[src/rtl/serial_subtract.sv]
// Bit-serial unsigned subtractor: diff = a - b, LSB first, one bit per clock,
// built from a single full-subtract cell made of two half subtractors.

module half_subtract (
   input  logic x_i,
   input  logic y_i,
   output logic d_o,
   output logic b_o
);
   assign d_o = x_i ^ y_i;
   assign b_o = ~x_i & y_i;
endmodule

// state | meaning
// IDLE  | waiting for start; diff/bout hold the last result
// RUN   | one operand bit pair consumed per edge, WIDTH edges total
// DONE  | single-cycle done pulse, then back to IDLE
module serial_subtract #(
   parameter int WIDTH = 8
) (
   input  logic             clk_i,
   input  logic             rst_i,
   input  logic             start_i,
   input  logic [WIDTH-1:0] a_i,
   input  logic [WIDTH-1:0] b_i,
   output logic             busy_o,
   output logic             done_o,
   output logic [WIDTH-1:0] diff_o,
   output logic             bout_o
);
   localparam int CW = $clog2(WIDTH) + 1;

   typedef enum logic [1:0] {
      IDLE = 2'b00,
      RUN  = 2'b01,
      DONE = 2'b10
   } state_t;

   state_t           state_q;
   logic [WIDTH-1:0] a_sh_q;
   logic [WIDTH-1:0] b_sh_q;
   logic [WIDTH-1:0] diff_q;
   logic             borrow_q;
   logic             bout_q;
   logic             busy_q;
   logic             done_q;
   logic [CW-1:0]    cnt_q;

   logic d1_d, b1_d, d_d, b2_d, borrow_d;

   half_subtract u_hs0 (
      .x_i (a_sh_q[0]),
      .y_i (b_sh_q[0]),
      .d_o (d1_d),
      .b_o (b1_d)
   );

   half_subtract u_hs1 (
      .x_i (d1_d),
      .y_i (borrow_q),
      .d_o (d_d),
      .b_o (b2_d)
   );

   assign borrow_d = b1_d | b2_d;

   always_ff @(posedge clk_i or posedge rst_i) begin
      if (rst_i) begin
         state_q  <= IDLE;
         a_sh_q   <= '0;
         b_sh_q   <= '0;
         diff_q   <= '0;
         borrow_q <= 1'b0;
         bout_q   <= 1'b0;
         busy_q   <= 1'b0;
         done_q   <= 1'b0;
         cnt_q    <= '0;
      end else begin
         case (state_q)
            IDLE: begin
               // diff/bout are left alone so the previous result stays readable
               if (start_i) begin
                  a_sh_q   <= a_i;
                  b_sh_q   <= b_i;
                  borrow_q <= 1'b0;
                  cnt_q    <= '0;
                  busy_q   <= 1'b1;
                  state_q  <= RUN;
               end
            end
            RUN: begin
               diff_q   <= {d_d, diff_q[WIDTH-1:1]};
               borrow_q <= borrow_d;
               a_sh_q   <= a_sh_q >> 1;
               b_sh_q   <= b_sh_q >> 1;
               cnt_q    <= cnt_q + CW'(1);
               if (cnt_q == CW'(WIDTH - 1)) begin
                  bout_q  <= borrow_d;
                  done_q  <= 1'b1;
                  state_q <= DONE;
               end
            end
            DONE: begin
               done_q  <= 1'b0;
               busy_q  <= 1'b0;
               state_q <= IDLE;
            end
            default: begin
               done_q  <= 1'b0;
               busy_q  <= 1'b0;
               state_q <= IDLE;
            end
         endcase
      end
   end

   assign busy_o = busy_q;
   assign done_o = done_q;
   assign diff_o = diff_q;
   assign bout_o = bout_q;
endmodule

[config.mk]
export PLATFORM = sky130hd
export DESIGN_NAME = serial_subtract
export DESIGN_NICKNAME = d
export VERILOG_FILES = /design/src/rtl/serial_subtract.sv
export SDC_FILE = /design/constraint.sdc
export NUM_CORES = 1
export LEC_CHECK = 0
export ABC_AREA = 0
export CAP_MARGIN = 20
export CORE_MARGIN = 4
export CORE_UTILIZATION = 53
export DETAILED_ROUTE_END_ITERATION = 12
export HOLD_SLACK_MARGIN = 0.05
export PLACE_DENSITY = 0.79
export SKIP_LAST_GASP = 1
export SYNTH_ARGS = -nofsm -noshare
export SYNTH_HDL_FRONTEND = slang
export SYNTH_SLANG_ARGS = --single-unit
[constraint.sdc]
create_clock -name clk_i -period 3 [get_ports clk_i]
set_input_delay 0.6 -clock clk_i [delete_from_list [all_inputs] [get_ports clk_i]]
set_output_delay 0.6 -clock clk_i [all_outputs]
set_load 0.01 [all_outputs]
# [Yosys cells after proc, flatten, opt, wreduce, memory -nomap -nowiden]
# Cells that the tools add are included.
[op_classes] n_mux=15 addsub=1 bitwise=9 eq_ne=4 reduce_logical=7
[ops] operator="one-hot mux 8 bit (2 select lines)" count=2
[ops] operator="two-way mux 8 bit" count=2
[ops] operator="AND reduction 2 bit" count=5
[ops] operator="one-hot mux 4 bit (2 select lines)" count=1
[ops] operator="one-hot mux 1 bit (2 select lines)" count=3
[ops] operator="adder 4 x 1 -> 4 bit (second input constant)" count=1
[ops] operator="equality test 4 x 3 -> 1 bit (second input constant)" count=1
[ops] operator="two-way mux 2 bit" count=2
[ops] operator="two-way mux 4 bit" count=1
[ops] operator="!= test 2 bit (second input constant)" count=2
[ops] operator="NOT 1 bit" count=4
[ops] operator="one-hot mux 2 bit (2 select lines)" count=1
[ops] operator="two-way mux 1 bit" count=3
[ops] operator="AND 1 bit" count=2
[ops] operator="equality test 2 x 1 -> 1 bit (second input constant)" count=1
[ops] operator="logical NOT 2 bit" count=1
[ops] operator="nonzero test 2 bit" count=1
[ops] operator="XOR 1 bit" count=2
[ops] operator="OR 1 bit" count=1
[totals] wordCells=45 regBits=34 out_inout_bits=11 inputBits=19

# [Depth between registers and ports, before layout]
# Gate-level depths: netlist (run 1).
[depth] ltp_word=5 ltp_mapped=4 ltp_nobuf=4

# [Hierarchy]
# From an unflattened synthesis (run 1), not the netlist that was laid out.
[hier_totals] cells_unflattened=151 hier_area_um2=1501.4
[by_module_without_submodules] module="serial_subtract" seq_area_each_um2=850.8 instances=1 cells_per_inst=145 area_per_inst_um2=1461.4
[by_module_without_submodules] module="half_subtract" seq_area_each_um2=0.0 instances=2 cells_per_inst=3 area_per_inst_um2=20.0

# [Worst setup path before layout (run 1)]
# No wires, ideal clock.
[synth_path] path_type="input -> register" start="input port start_i" end="register a_sh_q[6]" n_path_buf=1 path_stages=4 required_ps=2877 setup_slack_ps=1778 t_arrival_ps=1098 cell_sequence="buf_4 and2b_1 a22oi_1 o21ai_1"
[synth_via] elab_chain_len=2
[synth_rtl] item="from (decl)" line_no="23" text="input logic start_i,"
[synth_rtl] item="!= test 2 bit (no source line)"
[synth_rtl] item="AND reduction 2 bit (no source line)"
[synth_rtl] item="to (signal assigned)" line_no="83" text="a_sh_q <= a_i;"
[synth_rtl] item="to (signal assigned)" line_no="94" text="a_sh_q <= a_sh_q >> 1;"
[synth_rtl] item="to (decl)" line_no="40" text="logic [WIDTH-1:0] a_sh_q;"
# No other way between the ends.
# A chain may end at the register's enable or synchronous reset.

# [Worst setup path in the final report (run 1)]
[layout_path] start="register diff_q[7] (netlist: diff_o[7])" end="output port diff_o[7]"
[layout_lines] item="from (decl)" line_no="42" text="logic [WIDTH-1:0] diff_q;"
[layout_lines] item="from (signal assigned)" line_no="92" text="diff_q <= {d_d, diff_q[WIDTH-1:1]};"
[layout_lines] item="to (decl)" line_no="28" text="output logic [WIDTH-1:0] diff_o,"
# No word-level cell between the ends.

==> reports/metrics.cfg, run 1 <==
[clock_tree]
hold_buffers=0
cts.reportedPaths.clkPinSlew_ns=0.10
cts-resized-gates=0
cts_tree=built
worstSkewPairLatency_ns=0.34
h-tree-depth=2
clock_path_buffers=2
postCtsSetupRepairBufs=0
clock_sinks=34
cts-root-buf=clkbuf_4
cts_buffers=5

[setup_path]
r2r_end=bout_o$_DFFE_PP0P_
endpoint_kind=output port
cpLargestDelayFamily=buffers and inverters
rr_startpoint=state_q[1]$_DFFE_PP0P_
required_ns=2.40
arrival_ns=1.28
critPathLaunchType=flop
crit_cells=1
reg2reg_slack_ns=1.15
slowest_delay_ns=0.55
cp-startpoint=diff_o[7]$_DFFE_PP0P_
cp_num_buf_inv=1
cp_cell_sequence=clkdlybuf4s50_1
worst_path_max_delay_cell=clkdlybuf4s50_1
rr_worst_depth=3
crit_type=reg2out
critical_path.max_fanout=3
cp-endpoint=diff_o[7]

[floorplanning]
die_y_microns=62.8
core_area_sq_um=2810
initial_core_util_pct=56.8
die_x_microns=62.8
ios=30
placementRows=19
dieArea_sq_um=3950

[final_layout]
multi_input_area_sq_um=662
nets=210
layout-drive-gt1-share_pct=7.37
fin_util_pct=69.0
area_delta_synth_final_pct=21.5
seq_area_sq_um=851
diodes=0
n_fill_cell=218

[placed_design]
routabilityCongestion=0.801
dp_worst_setup_slack_ns=0.813
hpwlAfterDp_mm=2.18
io_buffers=29

[route]
ant_nets=0
first_pass_iters=4
drt_drc_violations_left=0
wire_per_inst_microns=14.9
num_vias=1278
initialDrtViolationCount=77
vias_per_cell=5.78
routed_wl_mm=3.28

[sta]
setup_tns_ns=0
hold_viol=0
setup_violations=0
timing.hold.ws_ns=0.502
rsz0062_at_grt=false
relSlewSlack_pct=48.0
fin_ws_ns=1.12
maxSlewViolCount=0
clock_skew_ns=0.0104
period_minus_slack_ns=1.88
timing.final.crit_share_pct=62.8
worst_slew_pin_slew_ns=0.780
max_freq_mhz=531

[worst_hold_path]
hold_class=reg2reg

[global_routing]
grt-ovfl-total=0
grt_pass1_vias=1227
grt_max_degree=35
antenna_found_initial=0
grt_usage_pct=18.5
grt_pass1_wl_mm=5.79

[power]
comb_power_share_pct=38.6
swShare_pct=36.3
leakage_nw=0.886
p_switching_uw=620
power.density_nw_per_um2=882
total_power_mw=1.71
seq_power_share_pct=45.8
ir_worst_vdd_v=0.000461
clockPowerShare_pct=15.6
internal_power_mw=1.09

[logic_synthesis]
async_reset_ff_share_pct=100
yosysWarnings=0
synth_enable_flop_cells=0
ys_seq_area_share_pct=53.4
syn_inst=160
ys_types=31
yosys_most_used_dff=dfrtp_1
synth.avg_cell_area_sq_um=9.95
ys_seq_elements=34
syn_area_sq_um=1590
synthesis.nets=181

[run_status]
status=completed

[job]
cap_violations=0

[registers in the layout, indices dropped and copies added, names as in the netlist]
signal    flops
borrow_q      1
b_sh_q        8
done_o        1
state_q       2
a_sh_q        8
busy_o        1
bout_o        1
cnt_q         4
diff_o        8
[how the worst min path moves through the flow]
stage	cells after the start	slack, ns	start	endpoint
global route	2	0.54	diff_o[5]$_DFFE_PP0P_	diff_o[4]$_DFFE_PP0P_
CTS	2	0.51	a_sh_q[4]$_DFFE_PP0P_	a_sh_q[4]$_DFFE_PP0P_
floorplan	2	0.46	a_sh_q[5]$_DFFE_PP0P_	a_sh_q[5]$_DFFE_PP0P_
finish	2	0.50	a_sh_q[4]$_DFFE_PP0P_	a_sh_q[4]$_DFFE_PP0P_
detailed placement	2	0.48	a_sh_q[4]$_DFFE_PP0P_	a_sh_q[4]$_DFFE_PP0P_
global placement	2	0.46	diff_o[0]$_DFFE_PP0P_	diff_o[0]$_DFFE_PP0P_
[power by group through the flow]
stage | Clock [mW] | Combinational, mW | Sequential, mW
final | 0.266 | 0.660 | 0.782
after global routing | 0.303 | 0.746 | 0.810
after CTS | 0.272 | 0.670 | 0.781
after detailed placement | 0 | 0.667 | 0.789
after global placement | 0 | 0.643 | 0.775
after floorplan | 0 | 0.420 | 0.780
[synth_stat cells (all sizes together) (2+ instances only)]
cell   instances  area share, %
o21ai         17            5.3
nand2         31            7.3
buf            8            3.6
and3b          2            1.1
inv            5            1.2
nor2b         11            4.8
a21oi         14            4.4
nor2           6            1.4
and4b          2            1.3
a22oi         12            5.7
a22o           2            1.1
and2b          4            2.0
dfrtp         34             53
[cells by family after synthesis]
group,share of synthesized area (%)
compound gates,19.6
fa+ha+maj,2.04
buf+inv,5.03
flops,53.4
mux,1.34
simple gates,18.6
[cell type report]
cell class              instances  area share, %
clock inverters                 1          0.259
well taps                      31           2.00
clock buffers                   7           2.84
inverters                       5          0.970
flip-flops and latches         34           44.0
repair buffers                 31           15.8
multi-input cells             112           34.2
[metal layers]
layer  GRT usage (%)  part of all wire, %  vias up
met5               0                    0        -
met4            8.26                  1.9        0
met3            5.04                  5.8        7
met2            28.5                   48       38
met1            24.3                   44      622
li1                -                    -      611
[cell usage in the layout (no fill, tap or decap), types with 4 or more instances in the layout]
cell              n
nor2_1            6
clkbuf_4          5
clkdlybuf4s50_1  29
nand2_1          31
a21oi_1          14
a22oi_1          12
dfrtp_1          34
nor2b_1          10
inv_1             4
o21ai_1          14
[stage by stage]
step / cell area [sq um] / cells
after CTS: 1940 / 221
final: 1940 / 221
after global placement: 1880 / 213
after global routing: 1940 / 221
after floorplan: 1590 / 160
after detailed placement: 1880 / 213
Power figures use the tool's default switching activity.
==> run 2, diff against run 1 <==
--- a/config.mk
+++ b/config.mk
@@ -8,10 +8,10 @@
 export ABC_AREA = 0
 export CAP_MARGIN = 20
 export CORE_MARGIN = 4
-export CORE_UTILIZATION = 53
+export CORE_UTILIZATION = 46
 export DETAILED_ROUTE_END_ITERATION = 12
 export HOLD_SLACK_MARGIN = 0.05
-export PLACE_DENSITY = 0.79
+export PLACE_DENSITY = 0.73
 export SKIP_LAST_GASP = 1
 export SYNTH_ARGS = -nofsm -noshare
 export SYNTH_HDL_FRONTEND = slang
==> constraint.sdc (replaced) <==
create_clock -name clk_i -period 1.6 [get_ports clk_i]
set_input_delay 0.32 -clock clk_i [delete_from_list [all_inputs] [get_ports clk_i]]
set_output_delay 0.32 -clock clk_i [all_outputs]
set_load 0.01 [all_outputs]
==> run 2 against run 1 <==
Net effect: sequential cell count did not move; via count rose by 0.78%; global-route usage fell by 1.5 points; non-clock buffer count rose by 7; sequential power rose by 85%.
==> reports/metrics.cfg, run 2 (synthesized netlist as in run 1, its figures left out) <==
[run_status]
status=completed  ; unchanged

[clock_tree]
clock_path_buffers=2  ; unchanged
clock_sinks=34  ; unchanged
worstSkewPairLatency_ns=0.34  ; about the same
cts_buffers=5  ; unchanged
cts_tree=built  ; unchanged
hold_buffers=0  ; unchanged
cts-root-buf=clkbuf_4  ; unchanged
postCtsSetupRepairBufs=0  ; unchanged
cts.reportedPaths.clkPinSlew_ns=0.12  ; was 0.10 ns
h-tree-depth=2  ; unchanged

[final_layout]
layout-drive-gt1-share_pct=11.2  ; was 7.37%
final_cell_mix=34 x dfrtp_1, 31 x nand2_1, 19 x clkdlybuf4s50_1, 14 x a21oi_1, 14 x o21ai_1  ; was 34 x dfrtp_1, 31 x nand2_1, 29 x clkdlybuf4s50_1, 14 x a21oi_1, 14 x o21ai_1
final_common_cell=dfrtp_1  ; unchanged
diodes=0  ; unchanged
area_delta_synth_final_pct=27.8  ; was 21.5%
n_fill_cell=312  ; was 218
fin_cells=243  ; was 221
nets=217  ; was 210

[placed_design]
dp.cells=235  ; was 213
hpwlAfterDp_mm=2.37  ; was 2.18 mm
io_buffers=29  ; unchanged
routabilityCongestion=0.786  ; was 0.801
dp_worst_setup_slack_ns=-0.0726  ; was 0.813 ns

[power]
ir_worst_vdd_v=0.000958  ; was 0.000461 V
power.density_nw_per_um2=1630  ; was 882 nW/um^2
leakage_nw=0.983  ; was 0.886 nW

[setup_path]
rr_worst_depth=4  ; was 3
cp_cell_sequence=clkdlybuf4s50_1  ; unchanged
critical_path.max_fanout=2  ; was 3
crit_cells=1  ; unchanged
arrival_ns=1.21  ; was 1.28 ns
crit_type=reg2out  ; unchanged
slowest_delay_ns=0.53  ; was 0.55 ns
endpoint_kind=output port  ; unchanged
reg2reg_slack_ns=0.28  ; was 1.15 ns
required_ns=1.28  ; was 2.40 ns
cp-startpoint=done_o$_DFFE_PP0P_  ; was diff_o[7]$_DFFE_PP0P_
cpLargestDelayFamily=buffers and inverters  ; unchanged
critPathLaunchType=flop  ; unchanged
rr_startpoint=state_q[1]$_DFFE_PP0P_  ; unchanged
cp_num_buf_inv=1  ; unchanged
worst_path_max_delay_cell=clkdlybuf4s50_1  ; unchanged

[sta]
hold_viol=0  ; unchanged
max_freq_mhz=655
timing.final.crit_share_pct=95.4
relSlewSlack_pct=69.9  ; was 48.0%
clock_skew_ns=0.0203  ; was 0.0104 ns
maxSlewViolCount=0  ; unchanged
rsz0062_at_grt=false  ; unchanged
timing.hold.ws_ns=0.301  ; was 0.502 ns
period_minus_slack_ns=1.53
worst_slew_pin_slew_ns=0.452  ; was 0.780 ns
fin_ws_ns=0.0743  ; was 1.12 ns
setup_violations=0  ; unchanged

[route]
route.top_layer_used=met4  ; unchanged
ant_nets=0  ; unchanged
wire_per_inst_microns=13.8  ; was 14.9 microns
wl_met2_mm=1.68  ; was 1.58 mm
first_pass_iters=4  ; unchanged
route.met3.wl_microns=152  ; was 190 microns
routed_wl_mm=3.36  ; was 3.28 mm
vias_per_cell=5.30  ; was 5.78
drt_drc_violations_left=0  ; unchanged
initialDrtViolationCount=79  ; was 77
num_vias=1288  ; was 1278
wl_met1_mm=1.52  ; was 1.45 mm

[global_routing]
antenna_found_initial=0  ; unchanged
grt_max_degree=35  ; unchanged
grt_pass1_vias=1209  ; was 1227
grt_pass1_wl_mm=5.61  ; was 5.79 mm
grt_usage_pct=17.0  ; was 18.5%
grt-ovfl-total=0  ; unchanged

[floorplanning]
dieArea_sq_um=4470  ; was 3950 sq um
core_area_sq_um=3340  ; was 2810 sq um
die_y_microns=66.8  ; was 62.8 microns
placementRows=21  ; was 19
initial_core_util_pct=47.7  ; was 56.8%
die_x_microns=66.8  ; was 62.8 microns
ios=30  ; unchanged

[job]
cap_violations=0  ; unchanged

[worst_hold_path]
hold_class=in2async  ; was reg2reg

-- run 2: final timing paths --
kind / end
setup / recovery: done_o
max in group asynchronous: done_o$_DFFE_PP0P_
hold / removal: b_sh_q[0]$_DFFE_PP0P_
setup reg to reg: cnt_q[3]$_DFFE_PP0P_
min in group clk_i: diff_o[0]$_DFFE_PP0P_
hold reg to reg: diff_o[0]$_DFFE_PP0P_
-- run 2: repair_timing --
| item | CTS | global route |
|---|---|---|
| resized for setup | 7 | 3 |
| gates cloned | 0 | 0 |
| endpoints found under the setup margin | 7 | 3 |
-- run 2: layout make-up --
cell class | count | area, sq um | area share (%)
inverter | 5 | 18.8 | 0.922
tap | 46 | 57.6 | 2.83
sequential | 34 | 851 | 41.8
timing repair buffer | 38 | 369 | 18.1
multi-input combinational | 112 | 662 | 32.5
clock inverter | 3 | 40.0 | 1.97
clock buffer | 5 | 37.5 | 1.84
-- run 2: per-stage QoR --
step	total power [mW]	util, %	area, sq um	setup TNS (ns)
6_report	3.32	61.0	2040	0
5_1_grt	3.58	61.0	2040	0
4_1_cts	3.37	60.8	2030	0
3_5_place_dp	2.80	58.7	1960	-0.543
3_3_place_gp	2.72	58.7	1960	-0.0140
2_1_floorplan	2.25	-	1590	0
-- run 2: metal layers --
layer | up-vias | global-route usage [%]
met4 | 0 | 6.09
met2 | 26 | 26.5
li1 | 622 | -
met3 | 2 | 5.73
met1 | 638 | 21.9
met5 | - | 0
-- run 2: where the power goes --
group | total (mW) | internal [mW] | switching [mW]
sequential | 1.45 | 1.19 | 0.266
clock | 0.621 | 0.324 | 0.298
combinational | 1.24 | 0.629 | 0.614
==> run 3, diff against run 2 <==
--- a/config.mk
+++ b/config.mk
@@ -9,6 +9,7 @@
 export CAP_MARGIN = 20
 export CORE_MARGIN = 4
 export CORE_UTILIZATION = 46
+export CTS_CLUSTER_SIZE = 12
 export DETAILED_ROUTE_END_ITERATION = 12
 export HOLD_SLACK_MARGIN = 0.05
 export PLACE_DENSITY = 0.73
==> results of run 3 <==
Final layout, timing and power as in run 2 (identical DEF).
